==> config.mk <==
export PLATFORM = sky130hd
export DESIGN_NAME = tri_input_skew
export DESIGN_NICKNAME = d
export VERILOG_FILES = /design/src/rtl/tri_input_skew_pkg.sv /design/src/rtl/tri_input_skew_delay_line.sv /design/src/rtl/tri_input_skew.sv
export SDC_FILE = /design/constraint.sdc
export NUM_CORES = 1
export LEC_CHECK = 0
export BUFFER_PORTS_ARGS = -buffer_cell sky130_fd_sc_hd__buf_2
export CORE_UTILIZATION = 46
export CTS_CLUSTER_SIZE = 14
export DETAILED_ROUTE_END_ITERATION = 8
export HOLD_SLACK_MARGIN = 0.02
export PLACE_DENSITY = 0.7
export SLEW_MARGIN = 20
export SYNTH_ARGS = -nofsm -noshare
export SYNTH_HDL_FRONTEND = slang
export SYNTH_HIERARCHICAL = 1
export SYNTH_SLANG_ARGS = --single-unit
==> constraint.sdc <==
create_clock -name clk -period 1.5 [get_ports clk]
set_input_delay 0.15 -clock clk [delete_from_list [all_inputs] [get_ports clk]]
set_output_delay 0.15 -clock clk [all_outputs]
set_load 0.03 [all_outputs]
==> src/rtl/tri_input_skew_pkg.sv <==
// Shared constants and FSM state type for the triangular-array input skew stage.
package tri_pkg;

    localparam int          TRI_DWIDTH = 32;
    localparam logic [31:0] FP_ONE     = 32'h3F80_0000;
    localparam logic [31:0] FP_ZERO    = 32'h0000_0000;

    typedef enum logic [1:0] {
        IDLE,
        LOAD,
        DRAIN
    } state_t;

endpackage

==> src/rtl/tri_input_skew_delay_line.sv <==
// Fixed-depth shift register of {valid, data}; synchronous active-low clear to (0, RST_VAL).
module skew_delay_line #(
    parameter int                DEPTH   = 1,
    parameter int                DWIDTH  = 32,
    parameter logic [DWIDTH-1:0] RST_VAL = '0
) (
    input  logic              clk,
    input  logic              rst_n,
    input  logic              in_valid,
    input  logic [DWIDTH-1:0] in_data,
    output logic              out_valid,
    output logic [DWIDTH-1:0] out_data
);

    logic              vld_p [DEPTH];
    logic [DWIDTH-1:0] dat_p [DEPTH];

    always_ff @(posedge clk) begin
        if (!rst_n) begin
            for (int i = 0; i < DEPTH; i++) begin
                vld_p[i] <= 1'b0;
                dat_p[i] <= RST_VAL;
            end
        end else begin
            vld_p[0] <= in_valid;
            dat_p[0] <= in_data;
            for (int i = 1; i < DEPTH; i++) begin
                vld_p[i] <= vld_p[i-1];
                dat_p[i] <= dat_p[i-1];
            end
        end
    end

    assign out_valid = vld_p[DEPTH-1];
    assign out_data  = dat_p[DEPTH-1];

endmodule

==> src/rtl/tri_input_skew.sv <==
// Diagonal-wavefront input skew for the triangular systolic array.
// Optional TRI_SKEW_PAD_ONE_EN: column 0 bubble/reset data is 1.0 instead of 0.
module tri_input_skew
    import tri_pkg::*;
#(
    parameter int DWIDTH = TRI_DWIDTH,
    parameter int N      = 4,
    parameter int CW     = $clog2(N)
) (
    input  logic                clk,
    input  logic                rst_n,
    input  logic                in_valid,
    output logic                in_ready,
    input  logic [N*DWIDTH-1:0] in_data,
    input  logic                in_last,
    output logic [N*DWIDTH-1:0] out_data,
    output logic [N-1:0]        out_en,
    output logic                out_last,
    output logic                busy
);

`ifdef TRI_SKEW_PAD_ONE_EN
    localparam logic [DWIDTH-1:0] COL0_PAD = DWIDTH'(FP_ONE);
`else
    localparam logic [DWIDTH-1:0] COL0_PAD = DWIDTH'(FP_ZERO);
`endif

    state_t        state_q, state_d;
    logic [CW-1:0] cnt_q, cnt_d;
    logic          accept;
    logic          last_vld, last_dat;

    assign in_ready = (state_q != DRAIN);
    assign accept   = in_valid & in_ready;

    always_ff @(posedge clk) begin
        if (!rst_n) begin
            state_q <= IDLE;
            cnt_q   <= '0;
        end else begin
            state_q <= state_d;
            cnt_q   <= cnt_d;
        end
    end

    always_comb begin
        state_d = state_q;
        cnt_d   = cnt_q;
        unique case (state_q)
            IDLE: begin
                if (accept) begin
                    if (in_last) begin
                        state_d = DRAIN;
                        cnt_d   = CW'(N - 1);
                    end else begin
                        state_d = LOAD;
                    end
                end
            end
            LOAD: begin
                if (accept && in_last) begin
                    state_d = DRAIN;
                    cnt_d   = CW'(N - 1);
                end
            end
            DRAIN: begin
                if (cnt_q == CW'(1)) begin
                    state_d = IDLE;
                end
                cnt_d = cnt_q - CW'(1);
            end
            default: state_d = IDLE;
        endcase
    end

    // Column j is j+1 stages deep; non-accept cycles inject a bubble.
    for (genvar j = 0; j < N; j++) begin : g_col
        localparam logic [DWIDTH-1:0] PAD = (j == 0) ? COL0_PAD : DWIDTH'(FP_ZERO);
        skew_delay_line #(
            .DEPTH  (j + 1),
            .DWIDTH (DWIDTH),
            .RST_VAL(PAD)
        ) u_line (
            .clk      (clk),
            .rst_n    (rst_n),
            .in_valid (accept),
            .in_data  (accept ? in_data[j*DWIDTH +: DWIDTH] : PAD),
            .out_valid(out_en[j]),
            .out_data (out_data[j*DWIDTH +: DWIDTH])
        );
    end

    // in_last travels alongside the last column only.
    skew_delay_line #(
        .DEPTH  (N),
        .DWIDTH (1),
        .RST_VAL(1'b0)
    ) u_last (
        .clk      (clk),
        .rst_n    (rst_n),
        .in_valid (accept),
        .in_data  (accept & in_last),
        .out_valid(last_vld),
        .out_data (last_dat)
    );

    assign out_last = last_vld & last_dat & out_en[N-1];

    // busy also covers the cycle the final column leaves, since DRAIN ends one cycle earlier.
    assign busy = (state_q != IDLE) | out_last;

endmodule

Word-level counts from Yosys, hierarchy flattened
Memory sizes are Yosys's and may differ from the RTL's.
Index checks and enable logic that the tools add are counted.
Cells by class
  add/sub/neg operators: 1
  equal/unequal tests: 8
  multiplexer cells: 45
  bitwise gates (word level): 31
  reductions and logical operators: 8
Operator list (count)
  two-way mux 32 bit: 14
  OR reduction 32 bit: 1
  OR 1 bit: 27
  two-way mux 1 bit: 22
  two-way mux 2 bit: 7
  case mux 2 bit (3 select lines): 2
  inequality test 2 bit, second input constant: 5
  bitwise AND 1 bit: 4
  equality test 2 x 1 -> 1 bit, second input constant: 2
  AND reduction 4 bit: 1
  AND reduction 3 bit: 1
  nonzero test 3 bit: 1
  equality test 2 bit, second input constant: 1
  zero test 2 bit: 1
  nonzero test 2 bit: 1
  subtractor 2 x 1 -> 2 bit, second input constant: 1
  logical AND 1 bit: 1
  OR reduction 1 bit: 1
Storage, ports and cells
  bits in registers: 4
  memory bits (writable): 338
  bits of input ports: 132
  memories kept: 10
Memories
  g_col[3].u_line.dat_p: depth 4, width 32, rd ports 4, clocked after Yosys merged registers in 0, write ports 4, line tri_input_skew_delay_line.sv:16  | logic [DWIDTH-1:0] dat_p [DEPTH];
  g_col[2].u_line.dat_p: depth 3, width 32, rd ports 3, clocked after Yosys merged registers in 0, write ports 3, line tri_input_skew_delay_line.sv:16
  g_col[1].u_line.dat_p: depth 2, width 32, rd ports 2, clocked after Yosys merged registers in 0, write ports 2, line tri_input_skew_delay_line.sv:16
  g_col[0].u_line.dat_p: depth 1, width 32, rd ports 1, clocked after Yosys merged registers in 0, write ports 1, line tri_input_skew_delay_line.sv:16
  g_col[3].u_line.vld_p: depth 4, width 1, rd ports 4, clocked after Yosys merged registers in 0, write ports 4, line tri_input_skew_delay_line.sv:15  | logic vld_p [DEPTH];
  u_last.dat_p: depth 4, width 1, rd ports 4, clocked after Yosys merged registers in 0, write ports 4, line tri_input_skew_delay_line.sv:16
  4 more memories

Depth between registers and ports, before layout
Gate-level depths: netlist (run 1).
  depth after elaboration: 5
  gate-level depth with buffers: 6

Modules after synthesis
The synthesis (run 1) kept the hierarchy.
By module, submodules not included
  skew_delay_line (g_col[3].u_line): times used 1, cells an instance 278, area an instance 3594.7 µm², sequential area each 2642.5 µm²
  skew_delay_line (g_col[2].u_line): times used 1, cells an instance 240, area an instance 2900.3 µm², sequential area each 1981.9 µm²
  skew_delay_line (g_col[1].u_line): times used 1, cells an instance 171, area an instance 2040.7 µm², sequential area each 1321.3 µm²
  tri_input_skew: times used 1, cells an instance 182, area an instance 1550.2 µm², sequential area each 80.1 µm²
  skew_delay_line (g_col[0].u_line): times used 1, cells an instance 69, area an instance 923.4 µm², sequential area each 660.6 µm²
  skew_delay_line (u_last): times used 1, cells an instance 16, area an instance 210.2 µm², sequential area each 160.2 µm²

Worst setup path after synthesis (run 1)
OpenSTA, ideal clock, no wires.
  path type: register to output
  from: memory g_col[3].u_line.vld_p[3]
  to: output port busy
  arrival time: 1.205 ns
  required time: 1.350 ns
  path slack: 0.145 ns
  cell stages (with the launch flop): 3
  cells stage by stage: dfxtp_1 and3_1 or3_1
RTL lines
  from (decl): line tri_input_skew_delay_line.sv:15
  to (decl): line tri_input_skew.sv:19  | output logic busy

==> metrics.md, run 1 <==
| Metric | Value |
|---|---|
| Status | `finished with violations` |
| Violated checks | `setup timing` |
| Fmax achieved | `621 MHz` |
| Worst Hold Class | `in -> reg` |
| Total power | `0.0194 W` |
| Port Buffer Count | `266` |
| Num Clock Sinks | `342` |
| Critical Path RT | `between 1000 and 1500 ps` |
| Initial DRC Count | `173` |
| Final hold vios | `0` |
| NetSw | `0.00415 W` |
| Gr usage total | `16.7%` |
| CTS Buffer Depth | `3` |
| Slew margin rel. | `74.1%` |
| Core area | `23700 um^2` |
| Clock Skew | `12.3 ps` |
| Area Overhead vs Synth | `31.2%` |
| Initial antenna violation count | `0` |
| Max-cap violations | `0` |
| Remaining DRCs | `0` |
| CP Capture Type | `primary output` |
| Die area | `25000 um^2` |
| Int Pwr | `0.0152 W` |
| Yosys warnings | `6` |
| Clock power share | `43.7%` |
| Total vias in the final route | `6954` |
| Clock latency on the worst-skew pair | `~500 ps` |
| Synth Instances | `956` |
| Hold_ws | `about 30 ps` |
| Die H | `between 150 and 200 um` |
| Layout cell share with drive strength beyond 1 | `between 20 and 30%` |
| Layout Utilization | `62.2%` |
| Reg2reg path depth | `5` |
| Clk root buf | `clkbuf_16` |
| Site row count | `56` |
| RePlAce Congestion | `about 0.74` |
| Final wirelength | `around 22000 um` |
| Via/cell ratio | `approximately 4.3` |
| Netlist cell types | `23` |
| Worst setup margin | `-109 ps` |
| Top_reg_cell synth | `dfxtp_1` |
| FF+latch count, synth | `342` |
| Cts bufs inserted | `35` |
| Sequential-to-total area share from yosys stat | `61.0%` |
| Wire per inst | `13.3 um` |
| H-tree Lvls | `2` |
| Final worst path period need | `1610 ps` |
| Most numerous cell in the Yosys netlist | `dfxtp_1` |
| Mean area per synthesized cell | `11.7 um^2` |
| Net Count, Synth | `between 1000 and 1500` |
| First-pass GRT wire length | `33200 um` |
| Sequential power share | `48.7%` |
| Slew Limit Fails | `0` |
| ANT nets after route | `0` |
| Largest fanout on the critical path | `2` |
| Post-synth EDFFs | `0` |
| Vias in the first global route | `between 6000 and 7000` |
| Die X | `158 um` |
| PwrDens | `1320 nW/um^2` |
| Top-area cell type share of the netlist area | `61.0%` |
| Final setup TNS | `-109 ps` |
| RSZ-0062 raised after global routing | `yes` |
| Initial Util | `47.4%` |
| Crit path kind | `reg -> out` |
| Async S/R FF share, synth | `0%` |
| Ports | `267` |
| Commonest cells post-synth | `342 x dfxtp_1, 305 x and2_1, 129 x and3b_1, 68 x buf_4, 33 x and2_2` |
| Crit start category | `flop` |
| CTS tree | `yes` |
| Sw frac | `~21%` |
| Comb power frac | `under 10%` |
| Global route overflow | `0` |
| LEAKAGE | `7.09 nW` |
| DR pass1 iterations | `4` |
| Dpl hpwl | `about 11000 um` |
| Worst vdd ir | `0.754 mV` |
| # nets final | `1406` |
| Reg clk slew, reported paths | `roughly 60 ps` |
| Fillers | `approximately 1800` |
| Final number of setup-violating endpoints | `1` |
| Worst-margin pin slew | `389 ps` |
| Hold path cells | `3` |
| Area leader, netlist | `dfxtp_1` |
| Fin crit share | `107%` |
| Largest net degree at the start of global routing | `slightly above 100` |
| WP data arrival | `1460 ps` |
| Synth Cell Area | `11200 um^2` |
| Top cells by area, synth | `dfxtp_1 61%, and2_1 17%, and3b_1 10%, buf_4 4.6%, buf_6 2.5%` |
-- metrics by stage --
step | setup WS, ps | area, um^2 | std cells
after floorplan | 145 | 11200 | 956
after global placement | 125 | 12200 | 1422
after detailed placement | 116 | 12200 | 1422
after CTS | -135 | 14600 | 1612
after global routing | -145 | 14700 | 1618
final | -109 | 14700 | 1619
-- cell type report --
type,instances,area (um^2),share of cell area (%)
Multi-Input combinational cell,483,3420,23.3
Inverter,3,11.3,0.0765
Clock buffer,49,1010,6.85
Antenna cell,1,2.50,0.0170
Sequential cell,342,6850,46.5
Clock inverter,14,140,0.952
Tap cell,319,399,2.71
Timing Repair Buffer,408,2890,19.6
-- layout by cell type (no fill, tap or decap), types with 3 or more instances in the layout --
master           n
and2_2          33
buf_12           6
clkbuf_16       37
clkbuf_1         6
dlygate4sd3_1  123
dfxtp_1        339
buf_6            5
inv_6            3
buf_4            8
and3b_1        129
clkbuf_8         8
clkinv_2         6
and2_1         305
a211oi_1         4
buf_2          261
-- worst max-delay path: stages (launching register included) --
cell	delay, ps
dfxtp_1	300
and3_4	190
or3_4	330
buf_6	150
-- per-layer routing --
layer | track usage [%] | wire [um]
met1 | 19.3 | 9360
met2 | 28.4 | 10100
met3 | 5.15 | 1430
met4 | 7.28 | 585
met5 | 0 | 0
-- power groups by stage --
| stage | combinational, W | clock (W) | sequential, W |
|---|---|---|---|
| floorplan | 0.000760 | 0 | 0.00972 |
| global placement | 0.00112 | 0 | 0.00962 |
| detailed placement | 0.00114 | 0 | 0.00963 |
| CTS | 0.00143 | 0.00867 | 0.00944 |
| global route | 0.00161 | 0.00910 | 0.00946 |
| finish | 0.00148 | 0.00848 | 0.00944 |
-- flip-flops by register name (all words and copies together), names as in the netlist --
register,flops
cnt_q,2
g_col.u_line/dat_p,320
g_col.u_line/vld_p,10
state_q,2
u_last/dat_p,4
u_last/vld_p,4
-- timing repair --
action	CTS	global route
gates resized for setup	12	4
buffers inserted	3	4
hold buffers	123	0
cloned	1	2
pin swaps	1	0
setup endpoints to repair	2	10
endpoints found under the hold margin	124	0
-- kinds of logic after synthesis --
| logic type | share of synthesized area, % |
|---|---|
| AOI/OAI and AO/OA | 0.401 |
| xor gates and xnor gates | 0.0781 |
| adders and majority gates | 0.112 |
| buffers and inverters | 8.54 |
| DFF | 61.0 |
| muxes | 0.0892 |
| and+or+nand+nor | 29.8 |
-- final timing paths --
| check | endpoint | slack [ps] | startpoint |
|---|---|---|---|
| max | busy | -110 | u_last/dat_p[3] |
| min | g_col[3].u_line/dat_p[0][11] | 30 | in_data[107] |
| max reg2reg | g_col[0].u_line/dat_p[0][3] | 40 | state_q[0] |
| min reg2reg | g_col[3].u_line/dat_p[2][29] | 430 | g_col[3].u_line/dat_p[1][29] |
Power figures use the tool's default switching activity.
==> inputs of run 2 (changes only) <==
--- a/config.mk
+++ b/config.mk
@@ -5,6 +5,7 @@
 export SDC_FILE = /design/constraint.sdc
 export NUM_CORES = 1
 export LEC_CHECK = 0
+export ABC_AREA = 1
 export BUFFER_PORTS_ARGS = -buffer_cell sky130_fd_sc_hd__buf_2
 export CORE_UTILIZATION = 46
 export CTS_CLUSTER_SIZE = 14
==> run 2 against run 1 <==
  * The run now ends clean
  * Non-clock buffer count rose by 2
  * Final cell count up 30%
  * Synthesized cell count is 50% higher
  * Clock skew decreased by 0.62 ps
  * Core utilization is 0.62 points lower
  * Critical path depth stayed put
  * Worst setup slack improved by 170 ps
  * Total power grew 3.6%
  * Die area is 2.6% higher
==> metrics.md, run 2 <==
| Metric | Value |
|---|---|
| Clock power share | `45.1% (+1.4 points)` |
| Net Count, Synth | `1563 (+44%)` |
| Layout Utilization | `61.6% (-0.62 points)` |
| Fin crit share | `96.2% (-11 points)` |
| Slew margin rel. | `76.2% (+2.1 points)` |
| Final worst path period need | `1440 ps (-166 ps)` |
| WP data arrival | `1290 ps (-170 ps)` |
| Slew Limit Fails | `0 (unchanged)` |
| Sequential-to-total area share from yosys stat | `59.5% (-1.6 points)` |
| NetSw | `0.00432 W (+3.9%)` |
| Gr usage total | `17.6% (+0.93 points)` |
| ANT nets after route | `0 (unchanged)` |
| RSZ-0062 raised after global routing | `yes` |
| Core area | `24500 um^2 (+3.3%)` |
| Crit start category | `flop` |
| Crit path kind | `reg -> out` |
| Die area | `25700 um^2 (+2.6%)` |
| Dpl hpwl | `12600 um (+10%)` |
| Total vias in the final route | `8334 (+20%)` |
| Mean area per synthesized cell | `8.05 um^2 (-31%)` |
| Clock latency on the worst-skew pair | `490 ps (about the same)` |
| FF+latch count, synth | `342 (unchanged)` |
| Max reg flops | `320 (unchanged)` |
| Initial antenna violation count | `1 (+1)` |
| Synth Instances | `1430 (+50%)` |
| Clock Skew | `11.7 ps (-0.620 ps)` |
| Status | `complete, no violations` |
| Port Buffer Count | `266 (unchanged)` |
| Fmax achieved | `693 MHz (+11%)` |
| Largest fanout on the critical path | `2 (unchanged)` |
| Via/cell ratio | `3.95 (-8.0%)` |
| CP Capture Type | `primary output` |
| Top cells by area, synth | `dfxtp_1 59%, inv_1 15%, nand2_1 11%, buf_4 4.5%, nor2_1 4.3%` |
| Area Overhead vs Synth | `30.8%` |
| Largest net degree at the start of global routing | `95 (-6.9%)` |
| Worst Hold Class | `in -> reg` |
| Die H | `160 um (+1.3%)` |
| CTS Buffer Depth | `3 (unchanged)` |
| Final hold vios | `0 (unchanged)` |
| Comb power frac | `7.8% (+0.2 points)` |
| H-tree Lvls | `2 (unchanged)` |
| Remaining DRCs | `0 (unchanged)` |
| # nets final | `1894 (+35%)` |
| Ports | `267 (unchanged)` |
| PwrDens | `1330 nW/um^2 (+1.3%)` |
| Hold_ws | `52.7 ps (+22.0 ps)` |
| Site row count | `57 (+1.8%)` |
| Global route overflow | `0 (unchanged)` |
| LEAKAGE | `9.86 nW (+39%)` |
| Initial DRC Count | `405 (+130%)` |
| Die X | `160 um (+1.3%)` |
| Wire per inst | `10.7 um (-20%)` |
| Most flops, register | `g_col.u_line/dat_p` |
| Max-cap violations | `0 (unchanged)` |
| CTS tree | `yes` |
| Most numerous cell in the Yosys netlist | `inv_1` |
| Vias in the first global route | `8237 (+19%)` |
| Worst-margin pin slew | `358 ps (-31.2 ps)` |
| Reg clk slew, reported paths | `60 ps (about the same)` |
| Critical Path RT | `1350 ps (about the same)` |
| Initial Util | `47.1% (-0.31 points)` |
| Commonest cells post-synth | `471 x inv_1, 342 x dfxtp_1, 342 x nand2_1, 131 x nor2_1, 69 x buf_4` |
| Final wirelength | `22500 um (+4.6%)` |
| First-pass GRT wire length | `37000 um (+11%)` |
| Top-area cell type share of the netlist area | `59.5% (-1.6 points)` |
| Layout cell share with drive strength beyond 1 | `20.3% (-9.1 points)` |
| Sequential power share | `47.1% (-1.6 points)` |
| Worst vdd ir | `0.916 mV (+21%)` |
| Clk root buf | `clkbuf_16` |
| Async S/R FF share, synth | `0% (unchanged)` |
| Netlist cell types | `19 (-17%)` |
| Final number of setup-violating endpoints | `0 (-1)` |
| Top Registers | `g_col.u_line/dat_p (320), g_col.u_line/vld_p (10)` |
| Int Pwr | `0.0158 W (+3.5%)` |
| DR pass1 iterations | `4 (unchanged)` |
| Num Clock Sinks | `342 (unchanged)` |
| Commonest non-fill, non-tap cell in the layout | `inv_1` |
| Synth Cell Area | `11500 um^2 (+2.6%)` |
| Most frequent cells in the layout | `469 x inv_1, 342 x nand2_1, 338 x dfxtp_1` |
| Cts bufs inserted | `35 (unchanged)` |
| Sw frac | `21.5% (+0.069 points)` |
| Top_reg_cell synth | `dfxtp_1` |
| RePlAce Congestion | `0.746 (+1.5%)` |
| Yosys warnings | `6 (unchanged)` |
| Area leader, netlist | `dfxtp_1` |
| Post-synth EDFFs | `0 (unchanged)` |
## run 2: cell count changes in the layout (fill, tap and decap cells not counted), sizes merged, moves of 2 or more
cell / change
nor2b: -2
a211oi: -4
nor2: +130
dlygate4sd3: +7
and2: -338
clkinvlp: -2
inv: +476
clkinv: -2
buf: -2
a21oi: +3
nand3: +3
nand2: +349
and3b: -129
bufinv: +2
## run 2: cells by family (layout without fill, tap and decap cells)
kind of cell               Yosys count  after routing  share of synthesized area (%)
AOI/OAI and AO/OA                    5              5                          0.239
other                                0              1                              0
adders and majority gates            1              1                          0.109
buffers and inverters              597            952                           24.1
and+or+nand+nor                    485            485                           16.1
DFF                                342            342                           59.5
## run 2: power groups by stage
stage          clock [W]  combinational (W)  sequential (W)
2_1_floorplan          0           0.000854         0.00975
3_3_place_gp           0            0.00123         0.00965
3_5_place_dp           0            0.00125         0.00966
4_1_cts          0.00931            0.00153         0.00946
5_1_grt          0.00968            0.00173         0.00949
6_report         0.00906            0.00156         0.00947
## run 2: path summary, 6_finish.rpt
| kind | startpoint | endpoint | slack, ps | depth (start not counted) |
|---|---|---|---|---|
| hold reg to reg | g_col[3].u_line/dat_p[2][20] | g_col[3].u_line/dat_p[3][20] | 400 | 2 |
| hold / removal | in_data[5] | g_col[0].u_line/dat_p[0][5] | 50 | 5 |
| setup / recovery | u_last/vld_p[3] | busy | 60 | 3 |
| setup reg to reg | state_q[0] | g_col[2].u_line/dat_p[0][7] | 220 | 7 |
## run 2: routing by layer
| layer | vias up | global-route usage (%) | wire (um) |
|---|---|---|---|
| li1 | 4403 | - | - |
| met1 | 3620 | 18.3 | 8860 |
| met2 | 251 | 32.8 | 11400 |
| met3 | 60 | 4.75 | 1500 |
| met4 | 0 | 8.18 | 764 |
| met5 | - | 0 | 0 |
## run 2: repair_timing
action,CTS,global route
cloned,0,0
pin swaps,1,1
hold buffers,130,0
endpoints found under the setup margin,1,2
setup buffers,0,0
gates resized for setup,6,9
endpoints found under the hold margin,146,0
## run 2: stage by stage
stage	power [W]	setup WS (ps)	std cells	area, um^2	TNS, ps
global route	0.0209	-0.145	2110	15100	-0.145
floorplan	0.0106	8.16	1430	11500	0
detailed placement	0.0109	294	1918	12500	0
finish	0.0201	56.5	2110	15100	0
global placement	0.0109	352	1918	12500	0
CTS	0.0203	-17.4	2109	15000	-17.4
## run 2: cell type report
cell class                      count  area (um^2)
Inverter                          481         1810
Fill cell                        1914         9400
Timing Repair Buffer              410         2830
Sequential cell                   342         6850
Tap cell                          324          405
Clock buffer                       51         1090
Clock inverter                     10          154
Antenna cell                        1         2.50
Multi-Input combinational cell    491         1920
## run 2: critical path: stages, from the launching register on
cell and delay (ps):
dfxtp_2 320, inv_2 40, o31ai_4 250, buf_6 180
==> inputs of run 3 (changes only) <==
--- a/config.mk
+++ b/config.mk
@@ -11,9 +11,8 @@
 export CTS_CLUSTER_SIZE = 14
 export DETAILED_ROUTE_END_ITERATION = 8
 export HOLD_SLACK_MARGIN = 0.02
-export PLACE_DENSITY = 0.7
+export PLACE_DENSITY = 0.71
 export SLEW_MARGIN = 20
 export SYNTH_ARGS = -nofsm -noshare
 export SYNTH_HDL_FRONTEND = slang
-export SYNTH_HIERARCHICAL = 1
 export SYNTH_SLANG_ARGS = --single-unit
==> run 3 against run 2 <==
  * Register-to-register slack gained 90 ps
  * Via count shrank 16%
  * The flow now finishes with violations (DRC)
  * Total power shrank 6.0%
  * Core utilization grew 0.60 points
  * Final cell count shrank 16%
  * Sequential power shrank 2%
  * Worst setup slack gained 1.9 ps
  * Largest power group unchanged
  * Critical path depth is the same
  * Global-route usage is essentially flat
  * First-iteration DRC count shrank 40%
  * Cell area shrank 9.4%
  * Clock power shrank 8.5%
  * Highest routed layer unchanged
==> metrics.md, run 3 <==
| Metric | Value |
|---|---|
| M2 GR Usage | `31.6% (-1.2 points)` |
| Most used routing layer | `met2` |
| CTS tree | `yes` |
| First-pass GRT wire length | `33100 um (-11%)` |
| Remaining DRCs | `17 (+17)` |
| Total vias in the final route | `7038 (-16%)` |
| Cts bufs inserted | `34 (-2.9%)` |
| Top Registers | `g_col.u_line.dat_p (320), g_col.u_line.vld_p (5)` |
| Comb power frac | `6.7% (-1.1 points)` |
| Reg clk slew, reported paths | `60 ps (about the same)` |
| Max-cap violations | `0 (unchanged)` |
| Top cells by area, synth | `dfxtp_1 65%, inv_1 12%, nand2_1 7.5%, buf_4 7.2%, nor2_1 4.7%` |
| Initial antenna violation count | `0 (-1)` |
| Ports | `267 (unchanged)` |
| Clock power share | `43.9% (-1.2 points)` |
| FF+latch count, synth | `337 (-1.5%)` |
| Core area | `22000 um^2 (-10%)` |
| Die X | `152 um (-5.0%)` |
| Initial DRC Count | `243 (-40%)` |
| NetSw | `0.00406 W (-5.8%)` |
| Commonest cells post-synth | `342 x inv_1, 337 x dfxtp_1, 208 x nand2_1, 131 x nor2_1, 100 x buf_4` |
| Most numerous cell in the Yosys netlist | `inv_1` |
| Most frequent cells in the layout | `341 x inv_1, 335 x dfxtp_1, 263 x buf_2` |
| Crit start category | `flop` |
| CP Capture Type | `primary output` |
| Fmax achieved | `694 MHz (+0.13%)` |
| Die H | `152 um (-5.0%)` |
| Number of setup buffers added after CTS | `0 (unchanged)` |
| Status | `finished with violations` |
| Synth Cell Area | `10400 um^2 (-9.8%)` |
| Netlist cell types | `17 (-2)` |
| Final worst path period need | `1440 ps (-1.93 ps)` |
| Total power | `0.0189 W (-6.0%)` |
| Synth Instances | `1170 (-18%)` |
| Global route overflow | `0 (unchanged)` |
| Wire per inst | `11.5 um (+7.8%)` |
| Largest fanout on the critical path | `2 (unchanged)` |
| Worst Hold Class | `reg -> reg` |
| WP data arrival | `1290 ps (about the same)` |
| Port Buffer Count | `266 (unchanged)` |
| Final number of setup-violating endpoints | `0 (unchanged)` |
| Slew margin rel. | `79.0% (+2.9 points)` |
| N_diodes | `0 (-1)` |
| Async S/R FF share, synth | `0% (unchanged)` |
| Post-synth EDFFs | `0 (unchanged)` |
| RSZ-0062 raised after global routing | `yes` |
| Violated checks | `DRC` |
| Dpl hpwl | `11400 um (-9.7%)` |
| Largest net degree at the start of global routing | `59 (-38%)` |
| Clock Skew | `20.4 ps (+8.66 ps)` |
| Net Count, Synth | `1303 (-17%)` |
| Worst setup margin | `58.5 ps (+1.93 ps)` |
| Site row count | `54 (-5.3%)` |
| Clk root buf | `clkbuf_16` |
| ANT nets after route | `0 (unchanged)` |
| Worst vdd ir | `0.922 mV (+0.68%)` |
| Top_reg_cell synth | `dfxtp_1` |
| Via/cell ratio | `3.97 (+0.39%)` |
| # nets final | `1607 (-15%)` |
| GR Layer Usage met1 | `19.0% (+0.74 points)` |
| Sw frac | `21.5% (+0.044 points)` |
| Final hold vios | `0 (unchanged)` |
| Layout Utilization | `62.2% (+0.60 points)` |
| Vias in the first global route | `7035 (-15%)` |
| Gr usage total | `17.6% (about the same)` |
| Layout cell share with drive strength beyond 1 | `22.1% (+1.8 points)` |
| RePlAce Congestion | `0.773 (+3.6%)` |
| H-tree Lvls | `2 (unchanged)` |
| Fin crit share | `96.1% (-0.13 points)` |
| Initial Util | `47.3% (+0.24 points)` |
| Place WS | `277 ps (-16.1 ps)` |
| Max reg flops | `320 (unchanged)` |
| Commonest non-fill, non-tap cell in the layout | `inv_1` |
| Critical Path RT | `1350 ps (about the same)` |
| LEAKAGE | `8.33 nW (-16%)` |
| Crit path kind | `reg -> out` |
| Global Route met3 Usage | `5.94% (+1.2 points)` |
| Clock latency on the worst-skew pair | `510 ps (+20 ps)` |
| Sequential power share | `49.4% (+2.3 points)` |
| Worst-margin pin slew | `314 ps (-43.2 ps)` |
| Area leader, netlist | `dfxtp_1` |
| Int Pwr | `0.0148 W (-6.1%)` |
| Area Overhead vs Synth | `31.4%` |
| PwrDens | `1380 nW/um^2 (+3.7%)` |
| Sequential-to-total area share from yosys stat | `64.9% (+5.5 points)` |
| Slew Limit Fails | `0 (unchanged)` |
| DR pass1 iterations | `8 (+4)` |
| Placed Cells | `1587 (-17%)` |
| Non-Filler Instances | `1775 (-16%)` |
| CTS Buffer Depth | `3 (unchanged)` |
| Final wirelength | `20400 um (-9.3%)` |
| Num Clock Sinks | `337 (-1.5%)` |
| Yosys warnings | `0 (-6)` |
| Top-area cell type share of the netlist area | `64.9% (+5.5 points)` |
| Most flops, register | `g_col.u_line.dat_p` |
| Die area | `23200 um^2 (-9.7%)` |
| Mean area per synthesized cell | `8.88 um^2 (+10%)` |
## run 3: changes by cell type in the layout (fill, tap and decap cells not counted), sizes merged
| cell | change |
|---|---|
| buf | -6 |
| bufinv | -1 |
| clkbuf | -5 |
| dfxtp | -5 |
| diode | -1 |
| dlygate4sd3 | +1 |
| inv | -137 |
| nand2 | -140 |
| nand3 | +1 |
| nand3b | +2 |
## run 3: worst paths after layout
check | from | end | slack, ps | depth (start not counted)
max | u_last.dat_p[3] | busy | 60 | 3
min | g_col[3].u_line.dat_p[0][28] | g_col[3].u_line.dat_p[0][60] | 400 | 2
max reg2reg | state_q[0] | g_col[1].u_line.dat_p[0][20] | 310 | 5
min reg2reg | g_col[3].u_line.dat_p[0][28] | g_col[3].u_line.dat_p[0][60] | 400 | 2
## run 3: kinds of logic after synthesis
kind of cell	synth area share, %
AO/OA/AOI/OAI	0.265
adder cells (fa/ha/maj)	0.120
buffers and inverters	21.9
flip-flops	64.9
AND/OR/NAND/NOR	12.8
## run 3: timing repair
item                                   4_1_cts  5_1_grt
hold buffers                               131        0
setup endpoints to repair                    2        2
endpoints found under the hold margin      145        0
gates resized for setup                      7        2
## run 3: worst max-delay path: stages (launching register included)
cell,delay [ps]
dfxtp_1,310
inv_1,50
o31ai_1,240
buf_4,210
## run 3: metal layers
| layer | vias to the layer above | part of all wire (%) | wire length, um |
|---|---|---|---|
| met3 | 55 | 9.0 | 1840 |
| met2 | 236 | 48 | 9880 |
| met4 | 0 | 3.0 | 605 |
| met5 | - | 0 | 0 |
| li1 | 3689 | - | - |
| met1 | 3058 | 40 | 8070 |
## run 3: metrics by stage
stage / TNS [ps] / hold WS [ps] / cell area (um^2)
2_1_floorplan: 0 / 262 / 10400
3_3_place_gp: 0 / 361 / 11200
3_5_place_dp: 0 / 368 / 11200
4_1_cts: 0 / 365 / 13600
5_1_grt: -1.66 / 407 / 13600
6_report: 0 / 397 / 13600
## run 3: layout make-up
class                      instances  area [um^2]
sequential                       337         6750
clock inverter                    11          153
multi-input combinational        354         1390
fill                            1657         8310
tap                              280          350
clock buffer                      46          956
inverter                         342         1280
timing repair buffer             405         2770
## run 3: power by group through the flow
stage / logic (W) / registers (W) / clock network (W)
after floorplan: 0.000597 / 0.00958 / 0
after global placement: 0.000944 / 0.00951 / 0
after detailed placement: 0.000958 / 0.00951 / 0
after CTS: 0.00124 / 0.00932 / 0.00854
after global routing: 0.00138 / 0.00935 / 0.00888
final: 0.00126 / 0.00932 / 0.00829
